<file path="src/rtl/vram_line_reader.sv">
// Read-only VRAM muxer client: fetches a run of consecutive lines through one
// muxer slot and streams each line out as forty 16-bit words over valid/ready.
module vram_line_reader #(
    parameter int LINE_W        = 640,
    parameter int ADDR_W        = 9,
    parameter int WORD_W        = 16,
    parameter int NUM_LINES_MAX = 480
) (
    input  logic              clk,
    input  logic              rst,
    input  logic              start,
    input  logic [ADDR_W-1:0] first_line,
    input  logic [ADDR_W-1:0] num_lines,
    output logic              busy,
    output logic              done,
    input  logic [LINE_W-1:0] vram_in,
    output logic [ADDR_W-1:0] vram_addr,
    output logic [LINE_W-1:0] vram_out,
    input  logic              vram_turn,
    output logic              activate_write,
    output logic [WORD_W-1:0] word_data,
    output logic              word_valid,
    input  logic              word_ready,
    output logic              word_last,
    output logic [ADDR_W-1:0] word_line,
    output logic [5:0]        word_idx
);

    localparam int                WORDS    = LINE_W / WORD_W;
    localparam logic [5:0]        LAST_IDX = 6'(WORDS - 1);
    localparam logic [ADDR_W-1:0] LINE_CNT = ADDR_W'(NUM_LINES_MAX);
    localparam logic [ADDR_W-1:0] LINE_TOP = ADDR_W'(NUM_LINES_MAX - 1);
    localparam logic [ADDR_W-1:0] ONE      = ADDR_W'(1);

    typedef enum logic [2:0] {
        IDLE,
        WAIT_TURN,
        CAPTURE,
        STREAM,
        FINISH
    } state_t;

    state_t             state;
    state_t             state_n;
    logic [ADDR_W-1:0]  line_ptr;
    logic [ADDR_W-1:0]  remaining;
    logic [5:0]         idx;
    logic [LINE_W-1:0]  line_buf;
    logic               accept;
    logic               line_end;

    assign accept   = word_valid & word_ready;
    assign line_end = accept & (idx == LAST_IDX);

    // NOTE: sequential state uses non-blocking assignments so every register
    // samples pre-edge values regardless of process evaluation order.
    always_ff @(posedge clk or negedge rst) begin
        if (!rst) begin
            state <= IDLE;
        end else begin
            state <= state_n;
        end
    end

    // NOTE: state_n gets a default before the case so no path leaves it
    // unassigned, which would otherwise infer a latch.
    always_comb begin
        state_n = state;
        unique case (state)
            IDLE:      if (start) state_n = (num_lines == '0) ? FINISH : WAIT_TURN;
            WAIT_TURN: if (vram_turn) state_n = CAPTURE;
            CAPTURE:   state_n = STREAM;
            STREAM:    if (line_end) state_n = (remaining == ONE) ? FINISH : WAIT_TURN;
            FINISH:    state_n = IDLE;
            default:   state_n = IDLE;
        endcase
    end

    always_ff @(posedge clk or negedge rst) begin
        if (!rst) begin
            line_ptr  <= '0;
            remaining <= '0;
            idx       <= '0;
        end else begin
            unique case (state)
                IDLE: begin
                    if (start) begin
                        // Out-of-range start lines fold back into the visible area.
                        line_ptr  <= (first_line >= LINE_CNT) ? first_line - LINE_CNT : first_line;
                        remaining <= num_lines;
                    end
                end
                CAPTURE: idx <= '0;
                STREAM: begin
                    if (line_end) begin
                        idx       <= '0;
                        remaining <= remaining - ONE;
                        if (remaining != ONE) begin
                            line_ptr <= (line_ptr == LINE_TOP) ? '0 : line_ptr + ONE;
                        end
                    end else if (accept) begin
                        idx <= idx + 6'd1;
                    end
                end
                default: ;
            endcase
        end
    end

    // NOTE: the line buffer carries no reset; it is only read while word_valid
    // is high, which always follows a CAPTURE that overwrote all of it.
    always_ff @(posedge clk) begin
        if (state == CAPTURE) begin
            line_buf <= vram_in;
        end
    end

    assign busy           = (state == WAIT_TURN) || (state == CAPTURE) || (state == STREAM);
    assign done           = (state == FINISH);
    assign word_valid     = (state == STREAM);
    assign word_data      = word_valid ? line_buf[int'(idx) * WORD_W +: WORD_W] : '0;
    assign word_last      = word_valid && (idx == LAST_IDX) && (remaining == ONE);
    assign word_line      = line_ptr;
    assign word_idx       = idx;
    assign vram_addr      = line_ptr;
    assign vram_out       = '0;
    assign activate_write = 1'b0;

endmodule

</file>
<file path="config.mk">
export PLATFORM = sky130hd
export DESIGN_NAME = vram_line_reader
export DESIGN_NICKNAME = d
export VERILOG_FILES = /design/src/rtl/vram_line_reader.sv
export SDC_FILE = /design/constraint.sdc
export NUM_CORES = 1
export LEC_CHECK = 0
export ABC_CLOCK_PERIOD_IN_PS = 33500
export BUFFER_PORTS_ARGS = -buffer_cell sky130_fd_sc_hd__buf_2
export CORE_AREA = 4 4 526 528
export DETAILED_ROUTE_END_ITERATION = 8
export DIE_AREA = 0 0 530 532
export PLACE_DENSITY_LB_ADDON = 0.12
export RECOVER_POWER = 50
export SYNTH_ARGS = -nofsm -noshare
export SYNTH_HDL_FRONTEND = slang
export SYNTH_SLANG_ARGS = --single-unit
export TNS_END_PERCENT = 50
</file>
<file path="constraint.sdc">
create_clock -name clk -period 33.5 [get_ports clk]
set_input_delay 5.025 -clock clk [delete_from_list [all_inputs] [get_ports clk]]
set_output_delay 5.025 -clock clk [all_outputs]
set_load 0.02 [all_outputs]
</file>
==> results_dict.tcl, run 1 <==
set metrics [dict create \
    synthFlopType "edfxtp_1" \
    hold_viol_final 0 \
    cts-htree-levels 3 \
    tns_ps 0 \
    ys_seq_area_share_pct 63.5 \
    drc_errors 0 \
    dpl.hpwl_um 111000 \
    start_util_pct 11.5 \
    fin_crit_sh_pct 36.2 \
    first_iter_violations 943 \
    p_per_area_mw_per_mm2 76.0 \
    clk_latency_ps 720 \
    hp-class "reg2reg" \
    fp.dieW_um 530 \
    cpPeakStageDelay_ps 5490 \
    yosysWarningCount 0 \
    arrival_ps 12220 \
    grt-ovfl-total 0 \
    grt_max_degree 177 \
    crit_type "reg2reg" \
    grt_usage_pct 9.66 \
    worst_pin_slew_ps 10230 \
    layout_setup_ws_ps 21360 \
    leakagePower_nw 14.7 \
    route.vias.total 18000 \
    cts.sinks 667 \
    dpl_cell_area_mm2 0.0367 \
    place_ws_ps 23730 \
    slew_headroom_pct -582 \
    areaGrowthSynthToFinish_pct 27.3 \
    synth_edf_count 640 \
    syn_inst 1954 \
    min_period_ps 12140 \
    syn_avg_cell_area_um2 16.0 \
    viasPerCell 2.80 \
    clock.fmax_mhz 82.4 \
    slew_violations 655 \
    crit_required_ps 33580 \
    finalInstanceArea_mm2 0.0399 \
    grt_pass1_wl_um 181000 \
    synth-async-reset-ratio_pct 4.05 \
    cts_tree "built" \
    clock_skew_ps 77.0 \
    clk_pin_slew_worst_paths_ps 60 \
    die_height_um 532 \
    cts_hold_buffers 0 \
    antenna_left 0 \
    grt_pass1_vias 18600 \
    yosys_register_bits 667 \
    cts_buffers 94 \
    vdd_ir_drop_max_uv 47.2 \
    io_buffers 706 \
    ioPinCount 1348 \
    antenna_found_initial 240 \
    crit_chain "nand2b_1 -> nor2_1 -> clkbuf_1 -> clkbuf_1" \
    crit_path_start_kind "register" \
    clock-root-buffer "clkbuf_16" \
    status "finished with violations" \
    drt_wl_total_um 142000 \
    drive_gt1_share_pct 37.2 \
    slowest_stage "clkbuf_1" \
    dieArea_mm2 0.282 \
    gp_congestion 0.700 \
    ys_types 66 \
    end_kind "register" \
    core_area_mm2 0.272 \
    finalSetupViolCount 0 \
    cts_max_path_buffers 3 \
    crit_path_max_fanout 133 \
    cts_resized 0 \
    row_count 192 \
    fillCellCount 30300 \
    post_drt_wl_per_cell_um 22.1 \
    final_nets 3371 \
    maxCapViolCount 8 \
    syn-cell-area_mm2 0.0313 \
    crit_top_cell "clkbuf_1" \
    rsz0062_at_grt "no" \
    failed_checks "capacitance limit, slew limit" \
    dr.pass1.iters 5 \
    post_cts_buffers 0 \
]
-- logic make-up (layout without fill, tap and decap cells) --
family          Yosys count  count (layout)  share of synthesized area (%)
other cells               1             716                         0.0120
flops                   667             667                           63.5
simple gates            103             103                           1.79
compound gates          191             191                           4.48
buf+inv                 731             918                           17.2
fa+ha+maj                 5               5                          0.200
mux                     256             256                           12.8
-- critical path, delay by kind of cell, from the launching register on --
kind / cells / cell delay [ps]
buffers and inverters: 2 / 8100
and+or+nand+nor: 2 / 2360
DFF: 1 / 580
-- sequential cells by signal, indices dropped and copies added, names as in the netlist --
signal / flops
remaining: 9
vram_addr: 9
line_buf: 640
word_idx: 6
state: 3
-- path summary, 6_finish.rpt --
kind,slack (ps),endpoint,cells past startpoint,from
setup / recovery,21360,line_buf[274],4,state[1]
hold / removal,550,remaining[7],1,remaining[7]
setup reg to reg,21360,line_buf[274],4,state[1]
hold reg to reg,550,remaining[7],1,remaining[7]
max in group asynchronous,28560,word_idx[0],2,rst
min in group asynchronous,4410,remaining[2],2,rst
-- stage by stage --
step	util, %	instances	power, mW	hold WS, ps
after floorplan	-	2594	1.78	495
after global placement	13.5	6196	2.10	541
after detailed placement	13.5	6196	2.10	534
after CTS	14.6	6370	3.15	549
after global routing	14.6	6394	3.21	588
final	14.6	6445	3.03	546
-- area by class of cell --
class	count	area (um^2)	share of cell area, %
Clock buffer	111	2420	6.06
Antenna cell	75	188	0.471
Clock inverter	63	612	1.53
Tap cell	3589	4490	11.3
Timing Repair Buffer	736	3740	9.39
Multi-Input combinational cell	1196	8480	21.3
Inverter	8	30.0	0.0753
Sequential cell	667	19900	49.9
-- cell usage after synthesis, types with 3 or more instances --
master,number,area share (%)
buf_4,657,16
a211o_1,14,0.39
nor3b_1,6,0.14
a221oi_1,10,0.28
a31oi_1,7,0.14
a221oi_2,11,0.53
nor2b_1,7,0.14
o21ai_1,3,0.048
o211ai_1,7,0.17
buf_6,9,0.32
a21oi_1,28,0.45
o221ai_1,11,0.31
dfrtp_1,27,2.2
inv_1,7,0.084
nor2_1,27,0.32
nand2_1,13,0.16
nor3_1,8,0.13
mux2_4,5,0.24
o21ai_0,34,0.54
edfxtp_1,640,61
a22o_1,16,0.45
buf_12,3,0.19
buf_2,21,0.34
mux2i_1,111,3.5
mux2_2,28,1.0
nand2b_1,3,0.060
clkbuf_1,23,0.28
and3_1,4,0.080
ha_1,5,0.20
nand3_1,17,0.27
o2111ai_1,5,0.14
buf_1,8,0.096
o22ai_1,25,0.50
mux4_2,112,8.1
-- report_power, final --
| part | internal (mW) | switching (mW) |
|---|---|---|
| clock | 0.573 | 0.431 |
| sequential | 1.03 | 0.0770 |
| combinational | 0.320 | 0.603 |
| total | 1.92 | 1.11 |
-- cell usage in the layout (no fill, tap or decap), drive strengths merged, types with 27 or more instances in the layout --
cell type | synthesis | final
a21oi | 29 | 29
buf | 700 | 729
clkbuf | 23 | 118
clkinv | 1 | 47
conb | 1 | 641
dfrtp | 27 | 27
diode | 0 | 75
edfxtp | 640 | 640
mux2 | 33 | 33
mux2i | 111 | 111
mux4 | 112 | 112
nor2 | 27 | 27
o21ai | 37 | 37
-- layer usage --
metal / up-vias / wire (um) / track usage (%)
li1: 7770 / - / -
met1: 8562 / 48100 / 9.49
met2: 1081 / 70900 / 17.0
met3: 442 / 16700 / 5.37
met4: 190 / 5520 / 3.31
met5: - / 1180 / 0
(Power assumes the default switching activity.)
==> run 2: changes to the inputs <==
- ABC_CLOCK_PERIOD_IN_PS: 33500 -> 10100
- clock period: 33.5 -> 10.1 ns (I/O delays scaled with it)
==> run 2 against run 1 <==
Effect of this change:
- the flow still finishes with violations (capacitance limit, slew limit)
- sequential share of layout area grew 0.16 points
- clock skew grew 12 ps
- critical path depth unchanged
- sequential power grew to 3.3 times the previous value
- wire length decreased by 0.13%
- sequential cell count stayed put
- register-to-register slack lost 19000 ps
- clock power increased to 3.3 times the previous value
- global-route usage about the same
- non-clock buffer count is 1 lower
- combinational power rose to 3.3 times the previous value
==> results_dict.tcl, run 2 (same netlist as run 1, synthesis figures left out) <==
set metrics [dict create \
    crit_required_ps 10500 \
    cts.sinks 667 \
    worst_pin_slew_ps 7080 \
    cts-htree-levels 3 \
    end_kind "register" \
    start_util_pct 11.5 \
    row_count 192 \
    dpl.hpwl_um 111000 \
    hp-class "reg2reg" \
    cts_max_path_buffers 4 \
    crit_path_max_fanout 143 \
    crit_family "buffers and inverters" \
    post_cts_buffers 0 \
    gp_congestion 0.699 \
    post_drt_wl_per_cell_um 22.1 \
    antenna_left 0 \
    grt_usage_pct 9.69 \
    layout_setup_ws_ps 2660 \
    vdd_ir_drop_max_uv 139 \
    drive_gt1_share_pct 34.0 \
    swShare_pct 36.2 \
    failed_checks "capacitance limit, slew limit" \
    regArea_mm2 0.0199 \
    status "finished with violations" \
    whs_ps 547 \
    leakagePower_nw 14.4 \
    reg2regPathDepth 4 \
    cp.depth 4 \
    dieArea_mm2 0.282 \
    viasPerCell 2.81 \
    grt-ovfl-total 0 \
    switching_power_mw 3.62 \
    clk_pin_slew_worst_paths_ps 60 \
    clock_skew_ps 88.6 \
    final_nets 3373 \
    p_int_mw 6.39 \
    cts_hold_buffers 0 \
    slowest_stage "clkdlybuf4s25_1" \
    drt_wl_total_um 142000 \
    finalSetupViolCount 0 \
    areaGrowthSynthToFinish_pct 26.8 \
    crit_chain "nand2b_2 -> nor2_1 -> clkdlybuf4s25_1 -> buf_12" \
    cpPeakStageDelay_ps 4980 \
    dr.pass1.iters 4 \
    grt_pass1_wl_um 182000 \
    min_period_ps 7440 \
    crit_path_start_kind "register" \
    slew_violations 190 \
    route.vias.total 18000 \
    crit_path_end "line_buf[401]" \
    clk_latency_ps 830 \
    ioPinCount 1348 \
    p_per_area_mw_per_mm2 252 \
    fp.dieW_um 530 \
    antenna_found_initial 256 \
    arrival_ps 7850 \
    grt_max_degree 160 \
    cts_tree "built" \
    multi_input_area_mm2 0.00848 \
    startpoint "state[1]" \
    fillCellCount 30300 \
    tns_ps 0 \
    p_comb_share_pct 30.7 \
    die_height_um 532 \
    reg2reg_from "state[1]" \
    mostFrequentLayoutCells "641 x conb_1, 640 x edfxtp_1, 609 x buf_2" \
    hold_viol_final 0 \
    slew_headroom_pct -372 \
    fin_crit_sh_pct 73.7 \
    drc_errors 0 \
    cts_resized 0 \
    crit_type "reg2reg" \
    clock-root-buffer "clkbuf_16" \
    seqPwrFrac_pct 36.1 \
    ff2ff_setup_slack_ps 2660 \
    core_area_mm2 0.272 \
    io_buffers 706 \
    rsz0062_at_grt "no" \
    clock.fmax_mhz 134 \
    place_ws_ps 4360 \
    grt_pass1_vias 18700 \
    critPathBufInv 2 \
    final_common_cell "conb_1" \
    maxCapViolCount 3 \
    first_iter_violations 997 \
    regMostFlops "line_buf" \
    power_frac_clock_pct 33.2 \
    cts_buffers 97 \
    worstReg2RegEnd "line_buf[401]" \
    largest_reg_flops 640 \
]
[run 2: cell count changes in the layout (fill, tap and decap cells not counted), sizes merged]
cell           previous run  this run
diode                    75        59
clkinv                   47        44
inv                      11        12
clkdlybuf4s25             0         1
buf                     729       636
clkbuf                  118       210
[run 2: how the worst min path moves through the flow]
stage / start / to / slack, ps / cells after the start
global placement: remaining[7] / remaining[7] / 540 / 1
finish: remaining[8] / remaining[8] / 550 / 2
floorplan: remaining[8] / remaining[8] / 490 / 2
CTS: remaining[7] / remaining[7] / 550 / 1
detailed placement: remaining[7] / remaining[7] / 540 / 1
global route: remaining[7] / remaining[7] / 610 / 1
[run 2: through the flow]
stage               cell area (um^2)  std cells  utilization, %  total power [mW]
floorplan                      33700       2594               -              5.72
global route                   39600       6390            14.5              10.6
CTS                            39700       6368            14.6              10.4
finish                         39700       6427            14.6              10.0
global placement               36700       6195            13.5              6.96
detailed placement             36700       6195            13.5              6.95
[run 2: cell type report]
type,count,area share (%)
antenna,59,0.372
clock buffer,112,6.25
clock inverter,61,1.28
inverter,8,0.0756
multi-input combinational,1196,21.4
sequential,667,50.1
tap,3589,11.3
timing repair buffer,735,9.26
[run 2: power by group through the flow]
stage	clock network, mW	logic, mW	registers [mW]
2_1_floorplan	0	2.13	3.59
3_5_place_dp	0	3.26	3.69
4_1_cts	3.53	3.27	3.63
3_3_place_gp	0	3.27	3.69
5_1_grt	3.62	3.35	3.66
6_report	3.33	3.08	3.61
[run 2: worst reg2reg max path, cell delays in order, from the launching register on]
cell and delay, ps:
dfrtp_1 600, nand2b_2 140, nor2_1 240, clkdlybuf4s25_1 4990, buf_12 630
[run 2: per-layer routing]
layer  vias to the layer above  share of wire [%]  track usage, %
met5                         -               0.90               0
met4                       204                3.7            3.24
met2                      1144                 49            16.7
met3                       460                 13            5.77
met1                      8463                 34            9.61
li1                       7765                  -               -
==> run 3: changes to the inputs <==
- ABC_CLOCK_PERIOD_IN_PS: 10100 -> 7540
- clock period: 10.1 -> 7.54 ns (I/O delays scaled with it)
==> run 3 against run 2 <==
Effect of this change:
- the run still ends with capacitance limit, slew limit left
- highest routed layer unchanged
- via count up 0.26%
- critical path depth up 4
- sequential share of layout area down 0.24 points
- sequential power up 33%
- combinational power up 31%
- non-clock buffer count down 10
==> results_dict.tcl, run 3 (same netlist as run 1, synthesis figures left out) <==
set metrics [dict create \
    status "finished with violations" \
    failed_checks "capacitance limit, slew limit" \
    finalSetupViolCount 0 \
    row_count 192 \
    reg2reg_from "word_idx[1]" \
    cts_resized 0 \
    layout_setup_ws_ps 2350 \
    areaGrowthSynthToFinish_pct 27.5 \
    seqPwrFrac_pct 35.5 \
    fin_crit_sh_pct 68.9 \
    worstReg2RegEnd "word_idx[3]" \
    drive_gt1_share_pct 33.7 \
    final_nets 3361 \
    power_frac_clock_pct 34.6 \
    crit_required_ps 6410 \
    ff2ff_setup_slack_ps 3750 \
    drc_errors 0 \
    min_period_ps 5190 \
    route.vias.total 18100 \
    post-place-cells 6185 \
    die_height_um 532 \
    hold_end "remaining[8]" \
    fillCellCount 30300 \
    antenna_left 0 \
    fp.dieW_um 530 \
    crit_type "reg2out" \
    cts_hold_buffers 0 \
    crit_path_max_fanout 90 \
    first_iter_violations 967 \
    grt_pass1_wl_um 183000 \
    vdd_ir_drop_max_uv 233 \
    fin_cells 6414 \
    gp_congestion 0.712 \
    crit_path_start_kind "register" \
    place_ws_ps 2640 \
    cp.depth 8 \
    crit_chain "buf_12 -> nor2b_2 -> buf_4 -> a22o_1 -> a221oi_1 -> o2111ai_1 -> o21ai_0 -> buf_2" \
    maxCapViolCount 1 \
    rsz0062_at_grt "no" \
    critPathBufInv 3 \
    crit_family "buffers and inverters" \
    dieArea_mm2 0.282 \
    arrival_ps 4060 \
    core_area_mm2 0.272 \
    io_buffers 706 \
    cts.sinks 667 \
    switching_power_mw 4.87 \
    final_common_cell "conb_1" \
    slowest_stage "dfrtp_4" \
    p_per_area_mw_per_mm2 340 \
    grt_max_degree 159 \
    p_comb_share_pct 29.9 \
    slew_violations 28 \
    cts_buffers 95 \
    leakagePower_nw 14.5 \
    clk_pin_slew_worst_paths_ps 60 \
    finalPower_mw 13.6 \
    regMostFlops "line_buf" \
    swShare_pct 35.9 \
    whs_ps 562 \
    hold_viol_final 0 \
    grt_usage_pct 9.77 \
    ioPinCount 1348 \
    drt_wl_total_um 143000 \
    hp-class "reg2reg" \
    clock_skew_ps 72.5 \
    end_kind "primary output" \
    clock-root-buffer "clkbuf_16" \
    dpl.hpwl_um 113000 \
    largest_reg_flops 640 \
    slew_headroom_pct -67.4 \
    mostFrequentLayoutCells "641 x conb_1, 640 x edfxtp_1, 604 x buf_2" \
    cpPeakStageDelay_ps 690 \
    post_cts_buffers 0 \
    post_drt_wl_per_cell_um 22.4 \
    antenna_found_initial 249 \
    dr.pass1.iters 6 \
    worst_pin_slew_ps 2510 \
    viasPerCell 2.82 \
    cts-htree-levels 3 \
    cts_max_path_buffers 3 \
    grt-ovfl-total 0 \
    p_int_mw 8.70 \
    start_util_pct 11.5 \
    cts_tree "built" \
    clk_latency_ps 700 \
    tns_ps 0 \
    hp-start "remaining[8]" \
    reg2regPathDepth 7 \
    clock.fmax_mhz 193 \
    whs_path_depth 2 \
    grt_pass1_vias 18500 \
]
-- run 3: cell count changes in the layout (fill, tap and decap cells not counted), sizes merged --
cell           delta
buf              -14
clkinv            -1
clkdlybuf4s25     -1
inv               +1
clkbuf            +4
diode             -6
clkinvlp          -2
bufinv            +6
-- run 3: tightest hold or removal path, stage by stage, from the launching register on --
cell and delay, ps:
dfrtp_1 370, o21ai_0 90, o21ai_0 70
-- run 3: how the worst max path moves through the flow --
stage / startpoint / endpoint / slack [ps]
after detailed placement: word_idx[3] / word_data[6] / 2640
final: word_idx[1] / word_data[1] / 2350
after CTS: word_idx[3] / word_data[6] / 1830
after global placement: word_idx[3] / word_data[0] / 2580
after floorplan: state[1] / line_buf[0] / -2910
after global routing: word_idx[3] / word_data[6] / 2010
-- run 3: final cells by class --
cell class | instances | area (um^2) | area share [%]
Sequential cell | 667 | 19900 | 49.9
Multi-Input combinational cell | 1196 | 8480 | 21.3
Inverter | 8 | 30.0 | 0.0752
Clock inverter | 65 | 795 | 1.99
Timing Repair Buffer | 725 | 3640 | 9.13
Antenna cell | 53 | 133 | 0.332
Tap cell | 3589 | 4490 | 11.2
Clock buffer | 111 | 2440 | 6.11
-- run 3: power groups by stage --
stage	registers, mW	logic [mW]	clock network (mW)
after floorplan	4.80	2.86	0
after global placement	4.94	4.34	0
after detailed placement	4.93	4.32	0
after CTS	4.86	4.33	4.95
after global routing	4.87	4.41	5.10
final	4.81	4.05	4.70
-- run 3: per-stage QoR --
step / utilization [%] / area, um^2
after CTS: 14.7 / 39900
final: 14.7 / 39900
after global placement: 13.5 / 36700
after floorplan: - / 33700
after detailed placement: 13.5 / 36700
after global routing: 14.6 / 39800
-- run 3: metal layers --
metal | share of wire (%) | track usage (%) | vias up | wire length [um]
met5 | 0.80 | 0 | - | 1140
met4 | 2.7 | 2.15 | 182 | 3910
met3 | 12 | 5.24 | 464 | 16900
met2 | 50 | 17.5 | 1138 | 72400
met1 | 34 | 9.91 | 8567 | 49100
li1 | - | - | 7732 | -
